--- config.mk ---
export PLATFORM = sky130hd
export DESIGN_NAME = flappy_game_ctrl_flat
export DESIGN_NICKNAME = d
export VERILOG_FILES = /design/src/rtl/flappy_pkg.sv /design/src/rtl/flappy_game_ctrl_if.sv /design/src/rtl/tick_divider.sv /design/src/rtl/flappy_game_ctrl.sv /design/src/flat_wrapper.sv
export SDC_FILE = /design/constraint.sdc
export NUM_CORES = 1
export LEC_CHECK = 0
export CAP_MARGIN = 30
export CORE_UTILIZATION = 43
export DETAILED_ROUTE_END_ITERATION = 12
export GPL_ROUTABILITY_DRIVEN = 0
export PLACE_DENSITY = 0.77
export SETUP_SLACK_MARGIN = 0.4
export SLEW_MARGIN = 20
export SYNTH_ARGS = -nofsm -noshare
export SYNTH_HDL_FRONTEND = slang
export SYNTH_SLANG_ARGS = --single-unit
--- constraint.sdc ---
create_clock -name clk -period 2.1 [get_ports clk]
set_input_delay 0.21 -clock clk [delete_from_list [all_inputs] [get_ports clk]]
set_output_delay 0.21 -clock clk [all_outputs]
set_load 0.01 [all_outputs]
--- src/rtl/flappy_pkg.sv ---
// Shared types and defaults for the Flappy Bird game controller.
package flappy_pkg;

  typedef enum logic [1:0] {
    IDLE = 2'd0,
    PLAY = 2'd1,
    OVER = 2'd2
  } game_state_t;

  localparam int ROWS_DEF      = 8;
  localparam int SCORE_MAX_DEF = 99;
  localparam int SCORE_W       = 7;

endpackage

--- src/rtl/flappy_game_ctrl_if.sv ---
// Signal bundle between the game controller and the key / bird / pipe / display side.
interface flappy_game_ctrl_if #(
  parameter int ROWS = 8
);

  logic            start;
  logic [ROWS-1:0] bird_col;
  logic [ROWS-1:0] pipe_col;
  logic            pipe_pass;
  logic            active;
  logic            gameover;
  logic            tick;
  logic            pipe_tick;
  logic [6:0]      score;
  logic [1:0]      state;

  // Game side: drives keys and column status, observes controls.
  modport master (
    output start, bird_col, pipe_col, pipe_pass,
    input  active, gameover, tick, pipe_tick, score, state
  );

  // Controller side.
  modport slave (
    input  start, bird_col, pipe_col, pipe_pass,
    output active, gameover, tick, pipe_tick, score, state
  );

endinterface

--- src/rtl/tick_divider.sv ---
// Modulo-N counter; hit is a combinational terminal-count pulse for the enable
// event that wraps the count. The caller registers it.
module tick_divider #(
  parameter int N = 4
) (
  input  logic clk,
  input  logic reset,
  input  logic en,
  input  logic clr,
  output logic hit
);

  localparam int           W    = (N > 1) ? $clog2(N) : 1;
  localparam logic [W-1:0] LAST = W'(N - 1);

  logic [W-1:0] cnt;

  assign hit = en && !clr && (cnt == LAST);

  // Count enabled events, wrapping at N; clear dominates enable.
  always_ff @(posedge clk) begin
    if (reset || clr) begin
      cnt <= '0;
    end else if (en) begin
      cnt <= (cnt == LAST) ? '0 : cnt + W'(1);
    end
  end

endmodule

--- src/rtl/flappy_game_ctrl.sv ---
// Flappy Bird sequencer: game FSM, bird/pipe tick generation, collision detect, score.
module flappy_game_ctrl
  import flappy_pkg::*;
#(
  parameter int ROWS       = ROWS_DEF,
  parameter int TICK_DIV   = 64,
  parameter int PIPE_TICKS = 4,
  parameter int SCORE_MAX  = SCORE_MAX_DEF
) (
  input logic               clk,
  input logic               reset,
  flappy_game_ctrl_if.slave bus
);

  localparam logic [SCORE_W-1:0] SCORE_LIM = SCORE_W'(SCORE_MAX);

  game_state_t      state_q, state_d;
  logic             active_q, active_d;
  logic             gameover_q, gameover_d;
  logic             tick_q, pipe_tick_q;
  logic [SCORE_W-1:0] score_q;
  logic [ROWS-1:0]  overlap;
  logic             coll;
  logic             div_en, div_clr;
  logic             bird_hit, pipe_hit;

  assign overlap = bus.bird_col & bus.pipe_col;
  assign coll    = (state_q == PLAY) && ((overlap != '0) || (bus.bird_col == '0));

  // Divider runs only while the game stays in PLAY; entering PLAY counts as the
  // first step, so the first tick lands TICK_DIV cycles after entry. Any exit
  // (collision, reset) clears both counters so no tick follows a collision.
  assign div_en  = (state_d == PLAY);
  assign div_clr = (state_d != PLAY);

  tick_divider #(.N(TICK_DIV)) u_bird_div (
    .clk   (clk),
    .reset (reset),
    .en    (div_en),
    .clr   (div_clr),
    .hit   (bird_hit)
  );

  tick_divider #(.N(PIPE_TICKS)) u_pipe_div (
    .clk   (clk),
    .reset (reset),
    .en    (bird_hit),
    .clr   (div_clr),
    .hit   (pipe_hit)
  );

  // Next-state and registered-output decode for the game FSM.
  always_comb begin
    state_d    = state_q;
    active_d   = 1'b0;
    gameover_d = 1'b0;
    case (state_q)
      IDLE:    if (bus.start) state_d = PLAY;
      PLAY:    if (coll)      state_d = OVER;
      OVER:    if (bus.start) state_d = IDLE;
      default: state_d = IDLE;
    endcase
    active_d   = (state_d != IDLE);
    gameover_d = (state_d == OVER);
  end

  // FSM state and control output registers.
  always_ff @(posedge clk) begin
    if (reset) begin
      state_q     <= IDLE;
      active_q    <= 1'b0;
      gameover_q  <= 1'b0;
      tick_q      <= 1'b0;
      pipe_tick_q <= 1'b0;
    end else begin
      state_q     <= state_d;
      active_q    <= active_d;
      gameover_q  <= gameover_d;
      tick_q      <= bird_hit;
      pipe_tick_q <= pipe_hit;
    end
  end

  // Score: clears on game start, saturating count of clean pipe passes in PLAY.
  always_ff @(posedge clk) begin
    if (reset) begin
      score_q <= '0;
    end else if ((state_q == IDLE) && bus.start) begin
      score_q <= '0;
    end else if ((state_q == PLAY) && bus.pipe_pass && !coll && (score_q < SCORE_LIM)) begin
      score_q <= score_q + SCORE_W'(1);
    end
  end

  assign bus.active    = active_q;
  assign bus.gameover  = gameover_q;
  assign bus.tick      = tick_q;
  assign bus.pipe_tick = pipe_tick_q;
  assign bus.score     = score_q;
  assign bus.state     = state_q;

endmodule

--- src/flat_wrapper.sv ---
// flat-port wrapper written by rule: the top's interface ports become plain ports
module flappy_game_ctrl_flat import flappy_pkg::*;
#(
  parameter int ROWS       = ROWS_DEF,
  parameter int TICK_DIV   = 64,
  parameter int PIPE_TICKS = 4,
  parameter int SCORE_MAX  = SCORE_MAX_DEF
)
  (clk, reset, bus_start, bus_bird_col, bus_pipe_col, bus_pipe_pass, bus_active, bus_gameover, bus_tick, bus_pipe_tick, bus_score, bus_state);
  flappy_game_ctrl_if #(.ROWS(ROWS)) bus_i ();
  input logic clk;
  input logic reset;
  input wire logic [$bits(bus_i.start)-1:0] bus_start;
  input wire logic [$bits(bus_i.bird_col)-1:0] bus_bird_col;
  input wire logic [$bits(bus_i.pipe_col)-1:0] bus_pipe_col;
  input wire logic [$bits(bus_i.pipe_pass)-1:0] bus_pipe_pass;
  output wire logic [$bits(bus_i.active)-1:0] bus_active;
  output wire logic [$bits(bus_i.gameover)-1:0] bus_gameover;
  output wire logic [$bits(bus_i.tick)-1:0] bus_tick;
  output wire logic [$bits(bus_i.pipe_tick)-1:0] bus_pipe_tick;
  output wire logic [$bits(bus_i.score)-1:0] bus_score;
  output wire logic [$bits(bus_i.state)-1:0] bus_state;
  assign bus_i.start = bus_start;
  assign bus_i.bird_col = bus_bird_col;
  assign bus_i.pipe_col = bus_pipe_col;
  assign bus_i.pipe_pass = bus_pipe_pass;
  assign bus_active = bus_i.active;
  assign bus_gameover = bus_i.gameover;
  assign bus_tick = bus_i.tick;
  assign bus_pipe_tick = bus_i.pipe_tick;
  assign bus_score = bus_i.score;
  assign bus_state = bus_i.state;
  flappy_game_ctrl #(.ROWS(ROWS), .TICK_DIV(TICK_DIV), .PIPE_TICKS(PIPE_TICKS), .SCORE_MAX(SCORE_MAX)) u_core (.clk(clk), .reset(reset), .bus(bus_i));
endmodule
==> results of run 1 <==
## state kept, by name, summed over array words and instances (netlist names)
| register | cells |
|---|---|
| u_core.bus.pipe_tick | 1 |
| u_core.bus.gameover | 1 |
| u_core.u_bird_div.cnt | 6 |
| u_core.bus.state | 2 |
| u_core.u_pipe_div.cnt | 2 |
| u_core.bus.score | 7 |
| u_core.bus.active | 1 |
| u_core.bus.tick | 1 |
## cell usage in the layout, fill, tap and decap left out, drive strengths merged, types with 2 or more instances in the layout
master         count
nor4               2
clkbuf             3
clkdlybuf4s50     29
a22oi              3
or4                4
nand3              6
ha                 3
o31ai              4
nor2              17
buf                6
and3               2
xnor2              2
a21oi              5
xor2               3
dlymetal6s2s       3
dfxtp             21
inv                3
nor3               4
mux2i              3
nand2              7
## logic make-up (layout without fill, tap and decap cells)
family / count (synthesis) / count (layout) / synth area share, %
buf+inv: 6 / 45 / 3.45
fa+ha+maj: 3 / 3 / 3.98
xor+xnor: 5 / 5 / 4.65
compound gates: 19 / 19 / 15.4
mux: 3 / 3 / 3.19
flops: 21 / 21 / 44.6
simple gates: 47 / 47 / 24.7
## final cells by class
type	instances	area [sq um]
inverters	3	11.3
flip-flops and latches	21	429
fillers	154	571
clock buffers	3	22.5
clock inverters	1	5.00
repair buffers	38	377
well taps	27	33.8
multi-input cells	77	553
## routing by layer
metal / wire length [um] / share of wire (%) / up-vias / GRT usage (%)
met4: 19 / 0.82 / 0 / 8.33
met1: 1030 / 44 / 438 / 25.5
met5: 0 / 0 / - / 0
li1: - / - / 464 / -
met3: 89 / 3.8 / 4 / 2.80
met2: 1190 / 51 / 29 / 32.9
## power by group through the flow
stage	clock network, mW	registers (mW)	logic, mW
2_1_floorplan	0	0.424	0.0385
3_3_place_gp	0	0.421	0.0961
3_5_place_dp	0	0.422	0.0975
4_1_cts	0.200	0.413	0.100
5_1_grt	0.217	0.413	0.118
6_report	0.193	0.412	0.109
## path summary, 6_finish.rpt
check / startpoint / end / slack [ps] / cells after the start
setup / recovery: bus_pipe_col[7] / u_core.bus.score[3]$_SDFFE_PP0P_ / 420 / 6
hold / removal: u_core.u_bird_div.cnt[0]$_SDFFE_PP0N_ / u_core.u_bird_div.cnt[0]$_SDFFE_PP0N_ / 480 / 1
setup reg to reg: u_core.bus.score[1]$_SDFFE_PP0P_ / u_core.bus.score[3]$_SDFFE_PP0P_ / 440 / 4
hold reg to reg: u_core.u_bird_div.cnt[0]$_SDFFE_PP0N_ / u_core.u_bird_div.cnt[0]$_SDFFE_PP0N_ / 480 / 1
## repair_timing
item	in CTS	in global routing
cloned	0	0
endpoints found under the setup margin	4	10
pin swaps	1	9
setup buffers	2	2
gates resized for setup	3	18
hold buffers	0	0
==> flow_summary.ini, run 1 <==
[outcome]
status = finished clean

[sta]
worstMarginPinSlew_ps = 464
timing_hold_violations_final = 0
skew_ps = 4.95
clock.fmax_mhz = 595
fin_crit_sh_pct = 80.0
final-setup-viol-count = 0
pins_over_their_slew_limit = 0
unrepaired_setup_endpoints_after_global_routing = yes
worst_hold_slack_ps = 484
timing.max_slew.rel_slack_pct = 68.9
setup_ws_final_ps = 420
timing.final.crit_period_ps = 1680
finalSetupTns_ps = 0

[floorplanning]
floorplan.rows = 16
start_util_pct = 47.1
core_area_sq_mm = 0.00200
die_height_um = 48.8
design.die.area_sq_mm = 0.00238
design.portCount = 33
fp.dieW_um = 48.8

[global_route]
initial_antenna_violation_count = 0
number_of_global_route_vias_before_repair = 832
grt_usage_pct = 19.8
grt_max_degree = 13
grt_first_pass_wirelength_um = 3690
global_route.overflow_total = 0

[clocking]
cts_num_sinks = 21
clock_latency_ps = 300
clk_pin_slew_ps = 120
clockRootBuffer = clkbuf_4
numCtsBuffers = 3
cts.path.max_buffers = 2
cts-htree-levels = 1
tritoncts = built

[worst_setup_path]
crit_slowest_cell = or4_1
timing.critical_path.buf_inv = 1
path_cells = clkdlybuf4s50_1 > a22o_1 > a221oi_2 > nand4_2 > or4_1 > a21oi_1
worst-endpoint-arrival_ps = 1920
critPathLaunchType = input pin
end_kind = flip-flop
timing.critical_path.slowest_cell_delay_ps = 550
timing.critical_path.max_delay_family = simple AND/OR/NAND/NOR gates
critPathRequiredTime_ps = 2340
category_of_the_most_critical_setup_path = input pin to flip-flop
critical_path_peak_fanout = 6

[layout]
layout-drive-gt1-share_pct = 19.6
final_util_pct = 71.5
post-route-cell-area_sq_mm = 0.00143
insertedDiodeCount = 0
nNetsFinal = 167
filler_free_cell_count_of_the_finished_design = 170
syn_to_final_growth_pct = 51.9

[power]
power_frac_seq_pct = 57.6
worst_ir_drop_vdd_mv = 0.387
p_int_uw = 539
power_switching_share_pct = 24.6
pwr_density_cell_mw_per_mm2 = 499
static-leakage-power_nw = 0.531
finalPower_uw = 714
power.combinational.fraction_pct = 15.3
switching_power_uw = 175
pwr-share-clk_pct = 27.1

[yosys]
most_repeated_cell_in_the_gate_level_netlist_after_synthesis = dfxtp_1
synth_edf_count = 0
number_of_unique_standard_cell_types_used_by_synthesis = 30
yosys.area.top_type = dfxtp_1
synth.avg_cell_area_sq_um = 9.06
mappedNetlistNets = 127
synth-seq-area-share_pct = 44.6
postSynth.topFlopCell = dfxtp_1
synth_area_leaders = dfxtp_1 45%, nor2_1 6.8%, ha_1 4.0%, mux2i_1 3.2%, nand3_1 3.2%
synth.cell_area_sq_um = 942
ys_ff_latch = 21
synth_top_area_share_pct = 44.6
ys.warnings.count = 0
netlist_instances = 104
netlist_top_cells_count = 21 x dfxtp_1, 17 x nor2_1, 7 x nand2_1
async_reset_ff_share_pct = 0

[min_path]
worstHoldPathType = flip-flop to flip-flop

[detailed_routing]
drt-pass1-iter-count = 4
routed_wire_length_per_instance_um = 13.7
num_vias = 935
routed_wl_um = 2330
drt_drc_violations_left = 0
via_per_inst = 5.50
drt_iter0_markers = 20
drtAntennaViolNets = 0

[placed_design]
placedCellCount = 162
portBuffers = 32
detailed_place.area_sq_mm = 0.00129
pre_cts_slack_ps = 59.9
post-dp-hpwl_um = 1600

[flow_run]
max_cap_viol_count = 0
Power figures use the tool's default switching activity.
==> run 2, diff against run 1 <==
- CORE_UTILIZATION: 43 -> 39
- PLACE_DENSITY: 0.77 -> 0.74
- clock period: 2.1 -> 1.52 ns (I/O delays scaled with it)
==> run 2 against run 1 <==
The run now ends with setup timing left. First-iteration DRC count grew 5.0%. Via count grew 10%. Power rose by 43%. Sequential power grew 37%. Non-clock buffer count increased by 18.
==> flow_summary.ini, run 2 (synthesis results as in run 1) <==
[global_route]
initial_antenna_violation_count = 0
grt_first_pass_wirelength_um = 4270
grt_max_degree = 12
number_of_global_route_vias_before_repair = 991
grt_usage_pct = 21.9
global_route.overflow_total = 0

[placed_design]
placedCellCount = 178
pre_cts_slack_ps = -537
portBuffers = 32
post-dp-hpwl_um = 1770

[layout]
syn_to_final_growth_pct = 77.2
sequential_cell_area_sq_um = 438
insertedDiodeCount = 0
final_util_pct = 74.0
nNetsFinal = 187
layout-drive-gt1-share_pct = 43.6
nFillCells = 179
filler_free_cell_count_of_the_finished_design = 191
multi_input_combinational_cell_area_sq_um = 654
largest_register_ffs = 7
final_cell_mix = 15 x dlygate4sd2_1, 15 x buf_6, 14 x buf_4

[floorplanning]
core_area_sq_mm = 0.00225
die_height_um = 51.2
fp.dieW_um = 51.2
design.die.area_sq_mm = 0.00262
start_util_pct = 41.8
design.portCount = 33
floorplan.rows = 17

[clocking]
clock_latency_ps = 300
cts-htree-levels = 1
cts.path.max_buffers = 2
cts_num_sinks = 21
tritoncts = built
numCtsBuffers = 3
clockRootBuffer = clkbuf_4
clk_pin_slew_ps = 120

[outcome]
status = finished with violations
failed_checks = setup timing

[detailed_routing]
via_per_inst = 5.39
routed_wire_length_per_instance_um = 14.4
drt_drc_violations_left = 0
drt-pass1-iter-count = 4
num_vias = 1030
drt_iter0_markers = 21
routed_wl_um = 2750
drtAntennaViolNets = 0

[min_path]
worstHoldPathType = input pin to flip-flop

[worst_setup_path]
category_of_the_most_critical_setup_path = flip-flop to flip-flop
worst-endpoint-arrival_ps = 1910
critPathLaunchType = flip-flop
critical_path_peak_fanout = 8
end_kind = flip-flop
critPathRequiredTime_ps = 1760

[sta]
timing_hold_violations_final = 0
worstMarginPinSlew_ps = 512
final-setup-viol-count = 6
clock.fmax_mhz = 598
pins_over_their_slew_limit = 0
timing.max_slew.rel_slack_pct = 65.7
timing.final.crit_period_ps = 1670
fin_crit_sh_pct = 110
unrepaired_setup_endpoints_after_global_routing = yes
setup_ws_final_ps = -152
skew_ps = 7.83

[power]
static-leakage-power_nw = 0.684
pwr_density_cell_mw_per_mm2 = 610
worst_ir_drop_vdd_mv = 0.467

[flow_run]
max_cap_viol_count = 0
[run 2: cell types whose count changed in the layout (fill, tap and decap cells not counted), moves of 3 or more]
cell	change
clkdlybuf4s50_1	-26
nor2_2	+4
a21oi_1	+3
buf_6	+14
buf_2	+5
dfxtp_1	-5
nor2_1	-6
a21oi_2	-3
buf_4	+9
dlygate4sd2_1	+15
dfxtp_2	+4
[run 2: final timing paths]
check / start / end / slack, ps / cells past startpoint
worst min register to register: u_core.bus.score[6]$_SDFFE_PP0P_ / u_core.bus.score[6]$_SDFFE_PP0P_ / 500 / 1
worst max register to register: u_core.bus.score[1]$_SDFFE_PP0P_ / u_core.bus.score[5]$_SDFFE_PP0P_ / -150 / 4
worst max-delay path: u_core.bus.score[1]$_SDFFE_PP0P_ / u_core.bus.score[5]$_SDFFE_PP0P_ / -150 / 4
worst min-delay path: bus_pipe_col[6] / u_core.bus.score[2]$_SDFFE_PP0P_ / 480 / 5
[run 2: area by class of cell]
cell class	instances	area share, %
clock buffer	4	1.57
inverter	3	0.675
multi-input combinational	79	39.2
sequential	21	26.2
tap	28	2.10
timing repair buffer	56	30.2
[run 2: per-stage QoR]
step | power [mW] | hold WS (ps) | cell area [sq um] | setup TNS [ps]
CTS | 1.01 | 420 | 1580 | -370
global route | 1.07 | 499 | 1670 | -1360
finish | 1.02 | 484 | 1670 | -551
global placement | 0.738 | 448 | 1460 | -6680
floorplan | 0.647 | 224 | 1000 | -81.8
detailed placement | 0.742 | 451 | 1460 | -8650
[run 2: power by group]
part	leakage (nW)	internal (mW)	total, mW	switching (mW)
clock	0.0150	0.102	0.270	0.167
sequential	0.175	0.559	0.566	0.00696
combinational	0.493	0.0948	0.183	0.0879
total	0.684	0.756	1.02	0.262
[run 2: timing repair]
| action | 4_1_cts | 5_1_grt |
|---|---|---|
| resized for setup | 89 | 15 |
| endpoints found under the setup margin | 33 | 27 |
| pin swaps | 13 | 5 |
| buffers inserted | 3 | 4 |
| hold buffers | 0 | 0 |
| gates cloned | 2 | 0 |
[run 2: critical path: stages, from the launching register on]
cell and delay [ps]:
dfxtp_2 360, a2111oi_4 350, o211ai_1 250, or4_1 480
a21oi_1 150
[run 2: per-layer routing]
metal / GRT usage, % / vias to the layer above / routed length (um)
li1: - / 507 / -
met1: 26.2 / 483 / 1120
met2: 40.4 / 40 / 1450
met3: 3.27 / 0 / 182
met4: 5.09 / 0 / 0
met5: 0 / - / 0
==> RTL change: new RTL, config.mk and constraints of run 2 <==
`PIPE_TICKS` is set to 4 in 2 places; all go to 2.
--- a/src/rtl/flappy_game_ctrl.sv
+++ b/src/rtl/flappy_game_ctrl.sv
@@ -4,7 +4,7 @@
 #(
   parameter int ROWS       = ROWS_DEF,
   parameter int TICK_DIV   = 64,
-  parameter int PIPE_TICKS = 4,
+  parameter int PIPE_TICKS = 2,
   parameter int SCORE_MAX  = SCORE_MAX_DEF
 ) (
   input logic               clk,
--- a/src/flat_wrapper.sv
+++ b/src/flat_wrapper.sv
@@ -3,7 +3,7 @@
 #(
   parameter int ROWS       = ROWS_DEF,
   parameter int TICK_DIV   = 64,
-  parameter int PIPE_TICKS = 4,
+  parameter int PIPE_TICKS = 2,
   parameter int SCORE_MAX  = SCORE_MAX_DEF
 )
   (clk, reset, bus_start, bus_bird_col, bus_pipe_col, bus_pipe_pass, bus_active, bus_gameover, bus_tick, bus_pipe_tick, bus_score, bus_state);
Formal check against the unedited RTL: same outputs for any inputs over 10 cycles, from zero or initial values and one cycle with reset high; that may be too few to reach the edited logic, so the function may still have changed.
==> RTL change against run 2 <==
The run still ends with setup timing left. Clock power rose by 59%. Non-clock buffer count is 6 higher. First-iteration DRC count stayed put. Critical path depth rose by 1. Count of clock-buffer cells in the layout shrank 1. Sequential cell count is 1 lower. Routed wire length increased by 4.4%. Worst setup slack lost 0.030 ns. Area after synthesis is 3.9% lower. Power rose by 17%. Clock skew is 0.0086 ns higher. Die area down 3.7%. Design area rose by 6.1%. Highest routed layer is now met4.
==> RTL change: results (changes against run 2) <==
[place]
dp_hpwl_mm=1.78  ; +0.82%
dpl-instance-area_um2=1430  ; -2.0%
dp_slack_ns=-0.444  ; +0.0932 ns

[synthesis]
synth_xor_area_share_pct=5.80  ; +1.2 points
ys_seq_area_share_pct=44.2  ; -0.42 points
syn-num-nets=126  ; -0.79%
synth_mux_area_share_pct=3.31  ; +0.13 points
synthAdderAreaFrac_pct=2.76  ; -1.2 points
ys_types=26  ; -13%

[worst_setup_path]
crit_family=simple AND/OR/NAND/NOR gates
critPathMaxFanout=4  ; -4
worstPathArrival_ns=1.96  ; +0.05 ns
critical-path-slowest-cell=or4_4
critPathMaxStageDelay_ns=0.42  ; -0.06 ns

[power]
vdd_drop_max_mv=0.551  ; +18%
p_leak_nw=0.754  ; +10%

[final_layout]
multi_input_area_um2=702  ; +7.3%

[sta]
fin_ws_ns=-0.182  ; -0.0304 ns
finalSetupViolations=7  ; +1
fin_tns_setup_ns=-0.653  ; -0.102 ns

[run_status]
violations=setup timing
status=finished with violations

[drt]
routedWlPerCell_um=14.6  ; +1.3%

[grt]
grt_max_degree=13  ; +1

[cts]
post_cts.repair.setup_buffers=9  ; +6

RTL change: cell count changes after synthesis, moves of 3 or more:
| cell | change |
|---|---|
| nand4_1 | +3 |
| a21oi_1 | -5 |
| and3_1 | +3 |
| o31ai_1 | -4 |
| nand2_1 | +4 |
| nand2b_1 | +3 |
RTL change: cell type report:
type                       instances  area share [%]
multi-input combinational         81            39.6
clock buffer                       3            1.27
sequential                        20            23.9
clock inverter                     1            1.70
inverter                           2           0.424
timing repair buffer              62            31.1
tap                               28            1.98
RTL change: logic make-up after synthesis:
logic type,count (synthesis)
adders and majority gates,2
DFF,20
xor gates and xnor gates,6
muxes,3
buffers and inverters,4
and+or+nand+nor,57
AOI/OAI and AO/OA,12
RTL change: worst reg2reg max path, stage by stage (launching register included):
cell and delay, ns:
dfxtp_4 0.39, a2111oi_4 0.36, nor2_2 0.09, or3_4 0.34, or4_4 0.42, nand2_2 0.06
RTL change: metal layers:
metal	part of all wire [%]	GRT usage (%)	vias up
met5	0	0	-
met4	2.9	12.9	0
met3	4.3	4.24	10
met2	53	44.2	37
met1	40	22.4	495
li1	-	-	505
RTL change: path summary, 6_finish.rpt:
path                                 start                        to  slack (ns)  cells after the start
hold / removal             bus_bird_col[5]       u_core.bus.score[4]        0.41                      6
setup / recovery       u_core.bus.score[1]       u_core.bus.score[4]       -0.18                      5
setup reg to reg       u_core.bus.score[1]       u_core.bus.score[4]       -0.18                      5
hold reg to reg   u_core.u_bird_div.cnt[0]  u_core.u_bird_div.cnt[0]        0.45                      1
RTL change: power breakdown:
group          switching, mW  leakage, nW  internal, mW
combinational          0.105        0.558         0.114
sequential           0.00781        0.168         0.531
clock                  0.164       0.0279         0.266
